## config.mk

```make
export PLATFORM = sky130hd
export DESIGN_NAME = bus_slot_bridge
export DESIGN_NICKNAME = d
export VERILOG_FILES = /design/src/rtl/bus_slot_bridge.sv
export SDC_FILE = /design/constraint.sdc
export NUM_CORES = 1
export LEC_CHECK = 0
export ABC_AREA = 0
export BUFFER_PORTS_ARGS = -buffer_cell sky130_fd_sc_hd__buf_2
export CAP_MARGIN = 20
export CORE_ASPECT_RATIO = 0.75
export CORE_MARGIN = 4
export CORE_UTILIZATION = 39
export DETAILED_ROUTE_END_ITERATION = 12
export GPL_ROUTABILITY_DRIVEN = 0
export HOLD_SLACK_MARGIN = 0.15
export PLACE_DENSITY_LB_ADDON = 0.05
export SLEW_MARGIN = 25
export SYNTH_ARGS = -nofsm -noshare
export SYNTH_HDL_FRONTEND = slang
export SYNTH_SLANG_ARGS = --single-unit
```

## constraint.sdc

```tcl
create_clock -name clk_i -period 2.1 [get_ports clk_i]
set_input_delay 0.21 -clock clk_i [delete_from_list [all_inputs] [get_ports clk_i]]
set_output_delay 0.21 -clock clk_i [all_outputs]
set_load 0.005 [all_outputs]
```

## src/rtl/bus_slot_bridge.sv

```systemverilog
// rtl/bus_slot_bridge.sv - CPU bus to NUM_SLOTS peripheral window bridge with busy handshake and halt.
// Optional hung-slot abort is enabled by defining BUS_SLOT_TIMEOUT_EN.
module bus_slot_bridge #(
    parameter int                       NUM_SLOTS    = 4,
    parameter int                       ADDR_W       = 32,
    parameter int                       DATA_W       = 32,
    parameter logic [ADDR_W-1:0]        BASE_ADDR    = 'h9000,
    parameter logic [ADDR_W-1:0]        SLOT_SPAN    = 'h100,
    parameter logic [NUM_SLOTS-1:0]     BUSY_EN_MASK = '0,
    parameter int                       TIMEOUT_CYC  = 256,
    parameter logic [DATA_W-1:0]        ERR_DATA     = 'hDEAD_BEEF
) (
    input  logic                        clk_i,
    input  logic                        reset_i,
    input  logic                        req_i,
    input  logic                        we_i,
    input  logic [ADDR_W-1:0]           addr_i,
    input  logic [DATA_W-1:0]           wdata_i,
    output logic [DATA_W-1:0]           rdata_o,
    output logic                        ack_o,
    output logic                        halt_o,
    output logic                        err_o,
    input  logic                        err_clr_i,
    output logic [NUM_SLOTS-1:0]        slot_sel_o,
    output logic                        slot_we_o,
    output logic [ADDR_W-1:0]           slot_addr_o,
    output logic [DATA_W-1:0]           slot_wdata_o,
    input  logic [NUM_SLOTS*DATA_W-1:0] slot_rdata_i,
    input  logic [NUM_SLOTS-1:0]        slot_busy_i
);

    localparam int                IDX_W     = (NUM_SLOTS > 1) ? $clog2(NUM_SLOTS) : 1;
    localparam int                SPAN_LG   = $clog2(SLOT_SPAN);
    localparam logic [ADDR_W-1:0] SPAN_MASK = SLOT_SPAN - ADDR_W'(1);
    localparam logic [ADDR_W:0]   WIN_SIZE  = {1'b0, SLOT_SPAN} * (ADDR_W+1)'(NUM_SLOTS);

    if (NUM_SLOTS < 1 || NUM_SLOTS > 16 || (SLOT_SPAN & SPAN_MASK) != '0 ||
        TIMEOUT_CYC < 1 || TIMEOUT_CYC > 65536) begin : g_param_check
        $error("bus_slot_bridge: illegal parameter set");
    end

    typedef enum logic [1:0] {
        S_IDLE  = 2'd0,
        S_ISSUE = 2'd1,
        S_WAIT  = 2'd2,
        S_DONE  = 2'd3
    } state_t;

    state_t               r_state;
    logic [IDX_W-1:0]     r_idx;
    logic                 r_we;
    logic [DATA_W-1:0]    r_rdata;
    logic                 r_ack;
    logic                 r_err;
    logic [NUM_SLOTS-1:0] r_slot_sel;
    logic                 r_slot_we;
    logic [ADDR_W-1:0]    r_slot_addr;
    logic [DATA_W-1:0]    r_slot_wdata;
`ifdef BUS_SLOT_TIMEOUT_EN
    logic [15:0]          r_wait_cnt;
`endif

    logic [ADDR_W-1:0]    w_offset;
    logic                 w_hit;
    logic [IDX_W-1:0]     w_idx;
    logic                 w_busy;
    logic [DATA_W-1:0]    w_sel_rdata;

    // Unsigned subtraction wraps below BASE_ADDR, so the lower bound is checked explicitly.
    assign w_offset    = addr_i - BASE_ADDR;
    assign w_hit       = (addr_i >= BASE_ADDR) && ({1'b0, w_offset} < WIN_SIZE);
    assign w_idx       = IDX_W'(w_offset >> SPAN_LG);
    assign w_busy      = BUSY_EN_MASK[r_idx] & slot_busy_i[r_idx];
    assign w_sel_rdata = slot_rdata_i[r_idx*DATA_W +: DATA_W];

    assign halt_o       = (req_i && r_state == S_IDLE) || r_state == S_ISSUE || r_state == S_WAIT;
    assign rdata_o      = r_rdata;
    assign ack_o        = r_ack;
    assign err_o        = r_err;
    assign slot_sel_o   = r_slot_sel;
    assign slot_we_o    = r_slot_we;
    assign slot_addr_o  = r_slot_addr;
    assign slot_wdata_o = r_slot_wdata;

    always_ff @(posedge clk_i) begin
        if (reset_i) begin
            r_state      <= S_IDLE;
            r_idx        <= '0;
            r_we         <= 1'b0;
            r_rdata      <= '0;
            r_ack        <= 1'b0;
            r_err        <= 1'b0;
            r_slot_sel   <= '0;
            r_slot_we    <= 1'b0;
            r_slot_addr  <= '0;
            r_slot_wdata <= '0;
`ifdef BUS_SLOT_TIMEOUT_EN
            r_wait_cnt   <= '0;
`endif
        end else begin
            r_ack      <= 1'b0;
            r_slot_sel <= '0;
            r_slot_we  <= 1'b0;
            // Clear first so that an error raised below in the same cycle takes priority.
            if (err_clr_i) begin
                r_err <= 1'b0;
            end
            case (r_state)
                S_IDLE: begin
                    if (req_i) begin
                        if (w_hit) begin
                            r_idx             <= w_idx;
                            r_we              <= we_i;
                            r_slot_addr       <= addr_i & SPAN_MASK;
                            r_slot_wdata      <= wdata_i;
                            r_slot_sel[w_idx] <= 1'b1;
                            r_slot_we         <= we_i;
                            r_state           <= S_ISSUE;
                        end else begin
                            r_rdata <= ERR_DATA;
                            r_err   <= 1'b1;
                            r_ack   <= 1'b1;
                            r_state <= S_DONE;
                        end
                    end
                end
                S_ISSUE: begin
`ifdef BUS_SLOT_TIMEOUT_EN
                    r_wait_cnt <= '0;
`endif
                    r_state <= S_WAIT;
                end
                S_WAIT: begin
                    if (w_busy) begin
`ifdef BUS_SLOT_TIMEOUT_EN
                        if (r_wait_cnt == 16'(TIMEOUT_CYC - 1)) begin
                            r_rdata <= ERR_DATA;
                            r_err   <= 1'b1;
                            r_ack   <= 1'b1;
                            r_state <= S_DONE;
                        end else begin
                            r_wait_cnt <= r_wait_cnt + 16'd1;
                        end
`endif
                    end else begin
                        r_rdata <= r_we ? '0 : w_sel_rdata;
                        r_ack   <= 1'b1;
                        r_state <= S_DONE;
                    end
                end
                default: begin
                    r_state <= S_IDLE;
                end
            endcase
        end
    end

endmodule

```

---- Yosys cells after proc, flatten, opt, wreduce, memory -nomap -nowiden ----
Index checks and enable logic that the tools add are counted.
Widths: inputs -> output; s select.
operators by class
  add/sub/neg operators ................... 1
  magnitude comparators ................... 5
  eq/ne operators ......................... 5
  shift operators ......................... 1
  muxes and demuxes ....................... 23
  bitwise operators ....................... 4
  reductions and logical operators ........ 11
operators with widths
  cell                    number
  $mux 32                 4
  $shiftx 128x8->32       1
  $pmux 32 s2             1
  $ge 32x16->1 const B    1
  $lt 32x11->1 const B    1
  $sub 32x16->32 const B  1
  $mux 1                  10
  $lt 2x3->1 const B      2
  $mux 2                  3
  $ne 2x2->1 const B      3
  $pmux 2 s3              1
  $bmux 1 s2              2
  $reduce_and 4->1        1
  $reduce_or 4->1         1
  $logic_and 1x1->1       3
  $not 1->1               3
  $reduce_and 3->1        1
  $demux 1 s2             1
  $eq 2x1->1 const B      1
  $eq 2x2->1 const B      1
  $ge 2x1->1 const B      1
  $logic_not 2->1         1
  $logic_or 1x1->1        2
  $pmux 1 s2              1
  3 further kinds         3
word-level totals
  flip-flop bits (word level) ............. 84
  input port bits ......................... 201
  output and inout port bits .............. 104
  logic and storage cells ................. 60

---- Logic depth before layout (Yosys ltp) ----
  depth after elaboration ................. 6
  depth in mapped cells ................... 8
  mapped depth without buffers ............ 7

---- Worst setup path before layout ----
No wires, ideal clock.
  path kind ............................... input to register
  start point ............................. input port addr_i[16]
  end point ............................... register r_idx[0]
  setup time .............................. 0.120 ns
  arrival ................................. 1.968 ns
  data required time ...................... 1.980 ns
  path slack .............................. 0.012 ns
  cell stages on the path ................. 8
  buffers on the path ..................... 3
  cells stage by stage .................... or4_4 -> o41a_1 -> o211a_1 -> and3_1 -> clkbuf_1 -> buf_6 -> buf_6 -> mux2i_1
between the ends
  longest elaborated chain between the ends .. 4
  elaborated cells between the ends (all ways) .. 5
  those cells by class .................... add/sub: 1; order compare: 2; reduce/logical: 2
RTL lines
  what                            line  text
  from (decl)                     17    input logic [ADDR_W-1:0] addr_i,
  $sub 32x16->32                  70    assign w_offset = addr_i - BASE_ADDR;
  $lt 32x11->1                    71    assign w_hit = (addr_i >= BASE_ADDR) && ({1'b0, w_offset} < WIN_SIZE);
  $logic_and 1x1->1 (*)           71
  $reduce_and 3->1 (no line) (*)  --
  to (signal assigned)            112   r_idx <= w_idx;
  to (decl)                       50    logic [IDX_W-1:0] r_idx;
Mark *: on every way between the ends. The rest lies on a longest branch, timed or not.
A chain may end at the register's enable or synchronous reset.

---- Final worst setup path ----
  start point ............................. input port addr_i[22]
  end point ............................... register r_rdata[29] (netlist: rdata_o[29])
between the ends
  longest elaborated chain between the ends .. 5
  elaborated cells between the ends (all ways) .. 6
  those cells by class .................... add/sub: 1; order compare: 2; eq/ne: 1; reduce/logical: 2
RTL lines
  what                            line  text
  $sub 32x16->32                  70
  $lt 32x11->1                    71
  $logic_and 1x1->1 (*)           71
  $ne 2x2->1 (no line) (*)        --
  $reduce_and 4->1 (no line) (*)  --
  to (signal assigned)            146   r_rdata <= r_we ? '0 : w_sel_rdata;
  to (decl)                       52    logic [DATA_W-1:0] r_rdata;
Marked as above.

==> flow_summary.json <==
{
  "grt_pass1_vias": 4339,
  "cts_sinks": 84,
  "avgRoutedWirePerCell_um": 15.0,
  "numCtsBuffers": 9,
  "drive_gt1_share_pct": 45.1,
  "r2r-start": "r_state[0]",
  "synth_top_area_cell": "dfxtp_1",
  "netlist_instances": 458,
  "synth_top_family_by_area": "multiplexers",
  "clkLatencyLatePin_ns": 0.33,
  "die_h_um": 103,
  "finalCritPeriodShare_pct": 91.9,
  "total_power_uw": 5260,
  "nFillCells": 1037,
  "area_growth_pct": 49.5,
  "dpl.hpwl_um": 11100,
  "grt_max_degree": 45,
  "die_x_um": 134,
  "critPathArrivalTime_ns": 2.20,
  "power.leakage_uw": 0.00322,
  "yosys_warnings": 0,
  "whs_ns": 0.159,
  "post_cts_resized": 0,
  "maxCapViolations": 0,
  "grt_usage_pct": 19.2,
  "final_nets": 978,
  "worstHoldPathType": "input port to flop",
  "timing.final.hold_violations": 0,
  "final_core_util_pct": 60.0,
  "drcViolationCount": 0,
  "multi_input_area_mm2": 0.00264,
  "rrSetupSlack_ns": 0.23,
  "antenna_found_initial": 1,
  "start_util_pct": 40.1,
  "crit_path_cell_trace": "buf_2 -> or4b_1 -> a211oi_1 -> o211ai_1 -> a211oi_4 -> buf_12 -> mux2i_1",
  "cts_tree": "done",
  "dpl_worst_slack_ns": -0.166,
  "drtAntennaViolNets": 0,
  "muxShareOfSynthArea_pct": 26.5,
  "reg2reg_depth": 7,
  "htree_num_levels": 3,
  "synth_compound_area_share_pct": 6.98,
  "overflow": 0,
  "rsz0062_at_grt": "false",
  "end_kind": "flop",
  "finalCriticalPeriod_ns": 1.93,
  "crit_path_end": "rdata_o[29]",
  "wl_um": 14100,
  "coreArea_mm2": 0.0117,
  "hold_buffers": 42,
  "num_rows": 34,
  "synth_fa_ha_area_share_pct": 1.07,
  "drv_slew": 0,
  "clk_path_buf_depth": 2,
  "ys_ff_latch": 84,
  "yosys-top-cells-area": "dfxtp_1 (36%), mux4_2 (15%), nand2b_1 (13%), mux2i_1 (11%), a32oi_1 (4.5%)",
  "critPathLaunch": "addr_i[22]",
  "drtPass1Iterations": 5,
  "synthXorXnorAreaFrac_pct": 0,
  "fin_area_mm2": 0.00699,
  "placed_area_mm2": 0.00627,
  "cp.required_ns": 2.36,
  "die_area_mm2": 0.0138,
  "vdd_ir_drop_max_mv": 0.506,
  "vias": 4436,
  "antenna-diode-count": 0,
  "yosysUniqueCellTypes": 38,
  "cts_root_buffer": "clkbuf_16",
  "port_buffers": 276,
  "start_kind": "input port",
  "setup_slack_ns": 0.170,
  "drt-initial-drc-count": 115,
  "cts_setup_buffers": 0,
  "via_per_inst": 4.72,
  "synth.top_cell.area_share_pct": 35.9,
  "status": "finished clean",
  "worst-path-max-fanout": 30,
  "synth_area_mm2": 0.00468,
  "cts.clk_slew.worst_paths_ns": 0.06,
  "critPathMaxStageDelay_ns": 0.52,
  "clock_skew_ns": 0.00501,
  "grt_pass1_wl_um": 21200,
  "crit_path_top_delay_cell": "or4b_1",
  "avgSynthCellArea_um2": 10.2,
  "setup_viol": 0,
  "layout.area.seq_mm2": 0.00168,
  "crit_type": "input port to flop",
  "io_pins": 305,
  "r2r-end": "rdata_o[29]",
  "seq_area_frac_synth_pct": 35.9,
  "fmax_ghz": 0.518,
  "synthSimpleGateAreaFrac_pct": 19.7,
  "power.density_mw_per_mm2": 752
}
## worst min path at each step
stage                           start              end  slack, ns  cells after the start
final                      wdata_i[8]  slot_wdata_o[8]       0.16                      3
after global routing       wdata_i[8]  slot_wdata_o[8]       0.20                      3
after CTS                  wdata_i[8]  slot_wdata_o[8]       0.15                      3
after global placement    rdata_o[23]      rdata_o[23]       0.43                      2
after floorplan             addr_i[9]    slot_sel_o[1]       0.29                      1
after detailed placement   rdata_o[2]       rdata_o[2]       0.43                      2
## report_power, final
part	internal, uW	switching, uW
clock	950	625
combinational	837	814
sequential	1890	143
total	3670	1580
## final cells by class
cell class | count | area share [%]
multi-input cells | 309 | 37.8
clock inverters | 6 | 0.913
well taps | 162 | 2.90
clock buffers | 10 | 3.42
flip-flops and latches | 84 | 24.1
repair buffers | 340 | 29.4
inverters | 29 | 1.56
## logic make-up after synthesis
group / Yosys count
AND/OR/NAND/NOR: 158
buffers and inverters: 88
multiplexers: 84
flip-flops: 84
AO/OA/AOI/OAI: 39
adder cells (fa/ha/maj): 4
other: 1
## critical path: cells and delay by family
family | cells | cell delay (ns)
AND/OR/NAND/NOR | 1 | 0.52
buffers and inverters | 2 | 0.34
AO/OA/AOI/OAI | 3 | 0.92
multiplexers | 1 | 0.20
## cell usage in the layout (no fill, tap or decap), types with 15 or more instances in the layout
master         Yosys  final
mux2i_1           52     52
dlygate4sd3_1      0     42
nand2_1           33     33
dfxtp_1           84     83
buf_4             25     15
buf_2              4    276
inv_1             29     29
a32oi_1           24     24
conb_1             1     24
nand2b_1          97     97
mux4_2            32     32
## through the flow
step                setup TNS [ns]  std cells
CTS                              0        940
detailed placement           -7.35        882
global placement             -5.01        882
floorplan                        0        481
finish                           0        940
global route                     0        940
## registers in the layout, summed over array words and instances (netlist names)
| signal | flops |
|---|---|
| slot_addr_o | 8 |
| r_state | 2 |
| rdata_o | 32 |
| ack_o | 1 |
| err_o | 1 |
| slot_wdata_o | 32 |
| r_idx | 2 |
| slot_we_o | 1 |
| slot_sel_o | 4 |
| r_we | 1 |
## synthesized netlist by cell type, drive strengths merged
master	number
o211a	1
nand4b	1
and3	2
and2	1
or4	2
a311oi	2
nor2	6
a32oi	24
buf	34
nor4bb	2
o41a	1
nand2b	97
o211ai	1
o31a	2
nor4b	2
o21ai	2
ha	4
a211oi	2
mux2i	52
and4b	1
conb	1
nor3	5
or3	2
inv	29
dfxtp	84
clkbuf	25
a21o	1
or4b	3
a21oi	3
mux4	32
nand2	33
and3b	1
## per-layer routing
metal  vias to the layer above  track usage [%]  part of all wire [%]
li1                       2193                -                     -
met5                         -                0                 0.050
met4                         2             5.09                   1.1
met1                      2048             24.6                    42
met3                        16             4.68                   6.8
met2                       177             32.9                    50
Power figures use the tool's default switching activity.
